### src/rtl/adc366x_dly_cal.sv
// ---------------------------------------------------------------------------
// adc366x_dly_cal
//   Delay-calibration sequencer for the ADC366x LVDS receiver. Sweeps one
//   common IDELAY tap (0..31) across all lanes while the ADC sends a test
//   pattern, tracks the longest contiguous error-free run per lane and
//   finally loads the centre of that run (or DEF_TAP for a failing lane).
//
// Ports
//   cfg_clk_i    configuration clock
//   cfg_rst_i    synchronous active-high reset
//   cal_start_i  start request, honoured only in IDLE
//   mon_ok_i     per-lane pattern-match level (cfg_clk_i domain)
//   cfg_dly_o    [5n+:5] lane n tap, [5*SW] load strobe (rising edge loads)
//   cal_busy_o   high whenever the sequencer is not IDLE
//   cal_done_o   sticky completion flag, cleared by the next accepted start
//   cal_err_o    per-lane failure (best run shorter than MIN_EYE)
//   eye_len_o    per-lane best run length, [6n+:6] (only with the macro)
//
// Configuration macro: ADC366X_CAL_STATS_EN adds the eye_len_o output.
// ---------------------------------------------------------------------------
module adc366x_dly_cal #(
  parameter int SW         = 5,
  parameter int SETTLE_CYC = 64,
  parameter int WIN_CYC    = 1024,
  parameter int MIN_EYE    = 4,
  parameter int DEF_TAP    = 16,
  parameter int LD_HI      = 4
) (
  input  logic            cfg_clk_i,
  input  logic            cfg_rst_i,
  input  logic            cal_start_i,
  input  logic [SW-1:0]   mon_ok_i,
  output logic [5*SW:0]   cfg_dly_o,
  output logic            cal_busy_o,
  output logic            cal_done_o,
  output logic [SW-1:0]   cal_err_o
`ifdef ADC366X_CAL_STATS_EN
  ,
  output logic [6*SW-1:0] eye_len_o
`endif
);

  localparam int CW = $clog2(WIN_CYC + SETTLE_CYC + LD_HI + 1) + 1;

  typedef enum logic [2:0] {
    IDLE, LOAD, SETTLE, SAMPLE, EVAL, CENTER, APPLY
  } state_e;

  state_e          state_q, state_d;
  logic [CW-1:0]   cnt_q, cnt_d;
  logic [4:0]      tap_q, tap_d;
  logic [5*SW-1:0] fld_q, fld_d;
  logic            done_q, done_d;
  logic [SW-1:0]   err_q, err_d;
  logic [SW-1:0]   bad_q, bad_d;
  logic [5:0]      run_len_q [SW];
  logic [5:0]      run_len_d [SW];
  logic [4:0]      run_start_q [SW];
  logic [4:0]      run_start_d [SW];
  logic [5:0]      best_len_q [SW];
  logic [5:0]      best_len_d [SW];
  logic [4:0]      best_start_q [SW];
  logic [4:0]      best_start_d [SW];
  logic [5:0]      new_len;
`ifdef ADC366X_CAL_STATS_EN
  logic [6*SW-1:0] eye_q, eye_d;
`endif

  always_ff @(posedge cfg_clk_i) begin
    if (cfg_rst_i) begin
      state_q <= IDLE;
      cnt_q   <= '0;
      tap_q   <= '0;
      fld_q   <= {SW{5'(DEF_TAP)}};
      done_q  <= 1'b0;
      err_q   <= '0;
      bad_q   <= '0;
      for (int n = 0; n < SW; n++) begin
        run_len_q[n]    <= '0;
        run_start_q[n]  <= '0;
        best_len_q[n]   <= '0;
        best_start_q[n] <= '0;
      end
`ifdef ADC366X_CAL_STATS_EN
      eye_q <= '0;
`endif
    end else begin
      state_q      <= state_d;
      cnt_q        <= cnt_d;
      tap_q        <= tap_d;
      fld_q        <= fld_d;
      done_q       <= done_d;
      err_q        <= err_d;
      bad_q        <= bad_d;
      run_len_q    <= run_len_d;
      run_start_q  <= run_start_d;
      best_len_q   <= best_len_d;
      best_start_q <= best_start_d;
`ifdef ADC366X_CAL_STATS_EN
      eye_q <= eye_d;
`endif
    end
  end

  // Lane fields are registered and change only in IDLE, EVAL and CENTER, so
  // they are already stable when the strobe rises in LOAD/APPLY.
  always_comb begin
    state_d      = state_q;
    cnt_d        = cnt_q;
    tap_d        = tap_q;
    fld_d        = fld_q;
    done_d       = done_q;
    err_d        = err_q;
    bad_d        = bad_q;
    run_len_d    = run_len_q;
    run_start_d  = run_start_q;
    best_len_d   = best_len_q;
    best_start_d = best_start_q;
    new_len      = '0;
`ifdef ADC366X_CAL_STATS_EN
    eye_d = eye_q;
`endif
    case (state_q)
      IDLE: begin
        if (cal_start_i) begin
          done_d = 1'b0;
          err_d  = '0;
          bad_d  = '0;
          tap_d  = '0;
          cnt_d  = '0;
          fld_d  = '0;
          for (int n = 0; n < SW; n++) begin
            run_len_d[n]    = '0;
            run_start_d[n]  = '0;
            best_len_d[n]   = '0;
            best_start_d[n] = '0;
          end
`ifdef ADC366X_CAL_STATS_EN
          eye_d = '0;
`endif
          state_d = LOAD;
        end
      end
      LOAD: begin
        if (cnt_q == CW'(LD_HI - 1)) begin
          cnt_d   = '0;
          state_d = SETTLE;
        end else begin
          cnt_d = cnt_q + 1'b1;
        end
      end
      SETTLE: begin
        if (cnt_q == CW'(SETTLE_CYC - 1)) begin
          cnt_d   = '0;
          bad_d   = '0;
          state_d = SAMPLE;
        end else begin
          cnt_d = cnt_q + 1'b1;
        end
      end
      SAMPLE: begin
        bad_d = bad_q | ~mon_ok_i;
        if (cnt_q == CW'(WIN_CYC - 1)) begin
          cnt_d   = '0;
          state_d = EVAL;
        end else begin
          cnt_d = cnt_q + 1'b1;
        end
      end
      EVAL: begin
        // Strictly-greater update keeps the earliest of equal-length runs.
        for (int n = 0; n < SW; n++) begin
          if (!bad_q[n]) begin
            new_len      = run_len_q[n] + 6'd1;
            run_len_d[n] = new_len;
            if (run_len_q[n] == 6'd0) run_start_d[n] = tap_q;
            if (new_len > best_len_q[n]) begin
              best_len_d[n]   = new_len;
              best_start_d[n] = (run_len_q[n] == 6'd0) ? tap_q : run_start_q[n];
            end
          end else begin
            run_len_d[n] = '0;
          end
        end
        if (tap_q == 5'd31) begin
          state_d = CENTER;
        end else begin
          tap_d   = tap_q + 5'd1;
          fld_d   = {SW{tap_q + 5'd1}};
          state_d = LOAD;
        end
      end
      CENTER: begin
        for (int n = 0; n < SW; n++) begin
          if (best_len_q[n] >= 6'(MIN_EYE)) begin
            fld_d[5*n +: 5] = best_start_q[n] + 5'((best_len_q[n] - 6'd1) >> 1);
          end else begin
            fld_d[5*n +: 5] = 5'(DEF_TAP);
            err_d[n]        = 1'b1;
          end
`ifdef ADC366X_CAL_STATS_EN
          eye_d[6*n +: 6] = best_len_q[n];
`endif
        end
        cnt_d   = '0;
        state_d = APPLY;
      end
      APPLY: begin
        // LD_HI strobe cycles, then one strobe-low cycle before done.
        if (cnt_q == CW'(LD_HI)) begin
          cnt_d   = '0;
          done_d  = 1'b1;
          state_d = IDLE;
        end else begin
          cnt_d = cnt_q + 1'b1;
        end
      end
      default: state_d = IDLE;
    endcase
  end

  assign cfg_dly_o  = {(state_q == LOAD) || ((state_q == APPLY) && (cnt_q < CW'(LD_HI))), fld_q};
  assign cal_busy_o = (state_q != IDLE);
  assign cal_done_o = done_q;
  assign cal_err_o  = err_q;
`ifdef ADC366X_CAL_STATS_EN
  assign eye_len_o  = eye_q;
`endif

endmodule

### config.mk
export PLATFORM = sky130hd
export DESIGN_NAME = adc366x_dly_cal
export DESIGN_NICKNAME = d
export VERILOG_FILES = /design/src/rtl/adc366x_dly_cal.sv
export SDC_FILE = /design/constraint.sdc
export NUM_CORES = 1
export LEC_CHECK = 0
export BUFFER_PORTS_ARGS = -buffer_cell sky130_fd_sc_hd__buf_2
export CORE_ASPECT_RATIO = 0.75
export CORE_MARGIN = 1.5
export CORE_UTILIZATION = 54
export DETAILED_ROUTE_END_ITERATION = 10
export PLACE_DENSITY = 0.82
export SYNTH_ARGS = -nofsm -noshare
export SYNTH_HDL_FRONTEND = slang
export SYNTH_SLANG_ARGS = --single-unit
export TNS_END_PERCENT = 5
### constraint.sdc
create_clock -name cfg_clk_i -period 3.3 [get_ports cfg_clk_i]
set_input_delay 0 -clock cfg_clk_i [delete_from_list [all_inputs] [get_ports cfg_clk_i]]
set_output_delay 0 -clock cfg_clk_i [all_outputs]
set_load 0.02 [all_outputs]
==> summary.txt <==
Clocking
  • CTS Root Cell: clkbuf_16
  • Resized Gates After CTS: 0
  • Skew-Pair Late Insertion Delay: 440 ps
  • CTS max path bufs: 2
  • Reg clk slew, reported paths: 70 ps
  • CTS Buf Count: 17
  • CTS tree: yes
  • Clk sinks: 166
  • Depth of the CTS H-tree: 4

Worst setup path
  • Ordered cell list for the critical path: ha_1 -> nand3_1 -> xnor2_1 -> ha_1 -> and4_1 -> o21a_1 -> a2111oi_2 -> nor2_1 -> o32ai_1
  • Reg2reg start: run_len_q[12]
  • WP data required: 3640 ps
  • Crit-path max FO: 7
  • Worst path arrival time: 3330 ps
  • Reg2Reg Depth: 9
  • CP max stage delay: 570 ps
  • End point of the critical path: best_len_q[12]
  • Crit Path Category: reg2reg
  • R2R setup slack: 310 ps
  • Slowest CP cell: a2111oi_2
  • Crit start category: flip-flop
  • Critical path endpoint category: flip-flop
  • Cell mode on critical path: ha_1
  • Critical R2R Capture: best_len_q[12]
  • Crit path from: run_len_q[12]

Power and ir drop
  • Sequential share of power: 41.7%
  • Switching Share: 29.09%
  • Power Density: 474.3 mW/mm2
  • Maximum VDD drop: 354.5 uV
  • Leakage: 0.004177 uW
  • Switching power: 1461 uW
  • Total Power: 5024 uW
  • Clock network power share: 42.5%
  • Int Power: 3562 uW
  • Comb power frac: 15.8%

Placement
  • Worst slack at placement: 365.9 ps
  • Post-detail-place hpwl: 16,990 um
  • Port bufs: 40
  • GPL Wtd Cong: 0.8603

Synth
  • Post-synth EDFFs: 0
  • Cells after Synth: 1,104
  • Register bit total from synthesis: 166
  • Ys async rst share: 0%
  • Top FF cell, synth: dfxtp_1
  • Synth Net Count: 1,187
  • Ys Warns: 0
  • Avg Cell Area, Syn: 8.583 um2
  • Sequential share of the synthesized area: 35.07%
  • Post-synth top cells: dfxtp_1, nor2_1, a21oi_1
  • Synth area leader: dfxtp_1
  • Most common cell in the netlist: dfxtp_1
  • Synth area leaders: dfxtp_1, ha_1, nor2_1
  • Yosys top cell area share: 35.07%
  • Mapped cell area: 0.009475 mm2
  • Synth cell types: 64

STA
  • Setup violators final: 0
  • Worst hold slack: 74.02 ps
  • TNS Setup: 0 ps
  • RSZ-0062 raised after global routing: false
  • Worst slew margin relative to its limit: 23.13%
  • Fin crit share: 90.66%
  • Final Hold Vio Count: 0
  • Final WS setup: 308.1 ps
  • Clock period minus worst slack: 2992 ps
  • Max-slew violations: 0
  • Worst Clk Skew: 7.260 ps
  • Max Clk Rate: 0.3342 GHz
  • Worst Tran Pin Value: 1153 ps

Route
  • DRT Pass-1 Iters: 5
  • Routed via count: 8,370
  • Avg Vias per Cell: 6.052
  • First-iteration detailed-routing DRC count: 649
  • Antenna Nets Post-Route: 0
  • DRC Markers: 0
  • Final wirelength: 24,100 um
  • WL/cell: 17.43 um

GRT
  • Grt total ovfl: 0
  • Antenna violations before repair: 0
  • First-pass GRT wire length: 39,160 um
  • Largest net degree at the start of global routing: 63
  • Met2 global-route usage: 41.56%
  • GRT Max-Usage Layer: met2
  • GRT met3 Usage: 5.670%
  • Number of global-route vias before repair: 7,903
  • Grt met1 use: 36.98%
  • GR Util All Layers: 26.75%

Floorplan
  • DIE WIDTH: 156.0 um
  • Die footprint: 0.01836 mm2
  • Row Count: 41
  • IO Count: 41
  • Chip Height: 117.7 um
  • Core ar.: 0.01698 mm2
  • Initial Utilization: 55.80%

Outcome
  • Status: finished clean

Finish
  • Share of layout cells above drive strength 1: 10.99%
  • Nets: 1,217
  • Antenna diodes: 0
  • Filler Cells Inserted: 1,427
  • P&R area growth vs syn: 11.79%

Run
  • Max_cap viols: 0

Worst hold path
  • Class of the worst hold path: in2reg
[how the worst min path moves through the flow]
stage                            from            to  slack (ps)  cells past startpoint
after global routing        cfg_rst_i    state_q[2]          90                      2
final                       cfg_rst_i  run_len_q[4]          70                      2
after detailed placement  mon_ok_i[3]      bad_q[3]         320                      3
after CTS                   cfg_rst_i    state_q[2]          50                      2
after global placement    mon_ok_i[3]      bad_q[3]         310                      3
after floorplan           mon_ok_i[0]      bad_q[0]         210                      2
[power groups by stage]
| stage | Sequential [uW] | Combinational [uW] | Clock (uW) |
|---|---|---|---|
| 3_3_place_gp | 2140 | 750 | 0 |
| 3_5_place_dp | 2140 | 767 | 0 |
| 4_1_cts | 2090 | 777 | 2150 |
| 2_1_floorplan | 2140 | 527 | 0 |
| 5_1_grt | 2100 | 857 | 2240 |
| 6_report | 2100 | 793 | 2140 |
[per-layer routing]
layer  vias up  wire, um
met5         -         0
met4         0       427
met3        38      1812
met2       284     10810
met1      3999     11050
li1       4049         -
[state kept, by name, indices dropped and copies added (netlist names)]
signal and cells:
fld_q 25, best_start_q 25, run_start_q 25, bad_q 5
state_q 3, run_len_q 30, cal_err_o 5, best_len_q 30
cal_done_o 1, cnt_q 12, tap_q 5
[worst max-delay path: cells and delay by family, from the launching register on]
kind,cells,cell delay [ps]
xor+xnor,1,290
compound gates,3,970
fa+ha+maj,2,600
simple gates,3,540
flops,1,480
[through the flow]
stage | cells | cell area, um2 | util [%]
2_1_floorplan | 1104 | 9475 | -
3_3_place_gp | 1346 | 9916 | 58.40
3_5_place_dp | 1346 | 9916 | 58.40
4_1_cts | 1383 | 10590 | 62.38
5_1_grt | 1383 | 10590 | 62.38
6_report | 1383 | 10590 | 62.38
[final cells by class]
type | instances | area (um2) | area share (%)
tap | 236 | 295.3 | 2.788
clock inverter | 15 | 201.4 | 1.902
clock buffer | 17 | 425.4 | 4.016
multi-input combinational | 810 | 5662 | 53.45
inverter | 76 | 285.3 | 2.693
timing repair buffer | 63 | 400.4 | 3.780
sequential | 166 | 3323 | 31.37
[cell usage in the layout (no fill, tap or decap), types with 8 or more instances in the layout]
master and instances:
buf_2 39, mux2_2 22, nor3_1 22, nand2b_1 19
clkbuf_16 17, ha_1 70, inv_1 76, o32ai_1 18
o21ai_0 55, mux2i_1 18, xnor2_1 35, xor2_1 18
and3_1 8, nand3b_1 13, nor2_1 113, a22oi_1 50
o21a_1 14, o2bb2ai_1 11, buf_4 18, and2_1 10
nand3_1 22, dfxtp_1 166, nor4_1 10, nand2_1 40
a21oi_1 79, nand4_1 27, a21o_1 26, nor2b_1 19
[timing repair]
action                    4_1_cts  5_1_grt
hold buffers                    5        0
hold endpoints to repair        5        0
setup buffers                   0        0
[cell families after synthesis]
| family | share of synthesized area, % |
|---|---|
| and+or+nand+nor | 18.10 |
| AOI/OAI and AO/OA | 21.89 |
| DFF | 35.07 |
| buffers and inverters | 5.216 |
| adders and majority gates | 10.30 |
| xor gates and xnor gates | 4.899 |
| muxes | 4.516 |
Power figures use the tool's default switching activity.
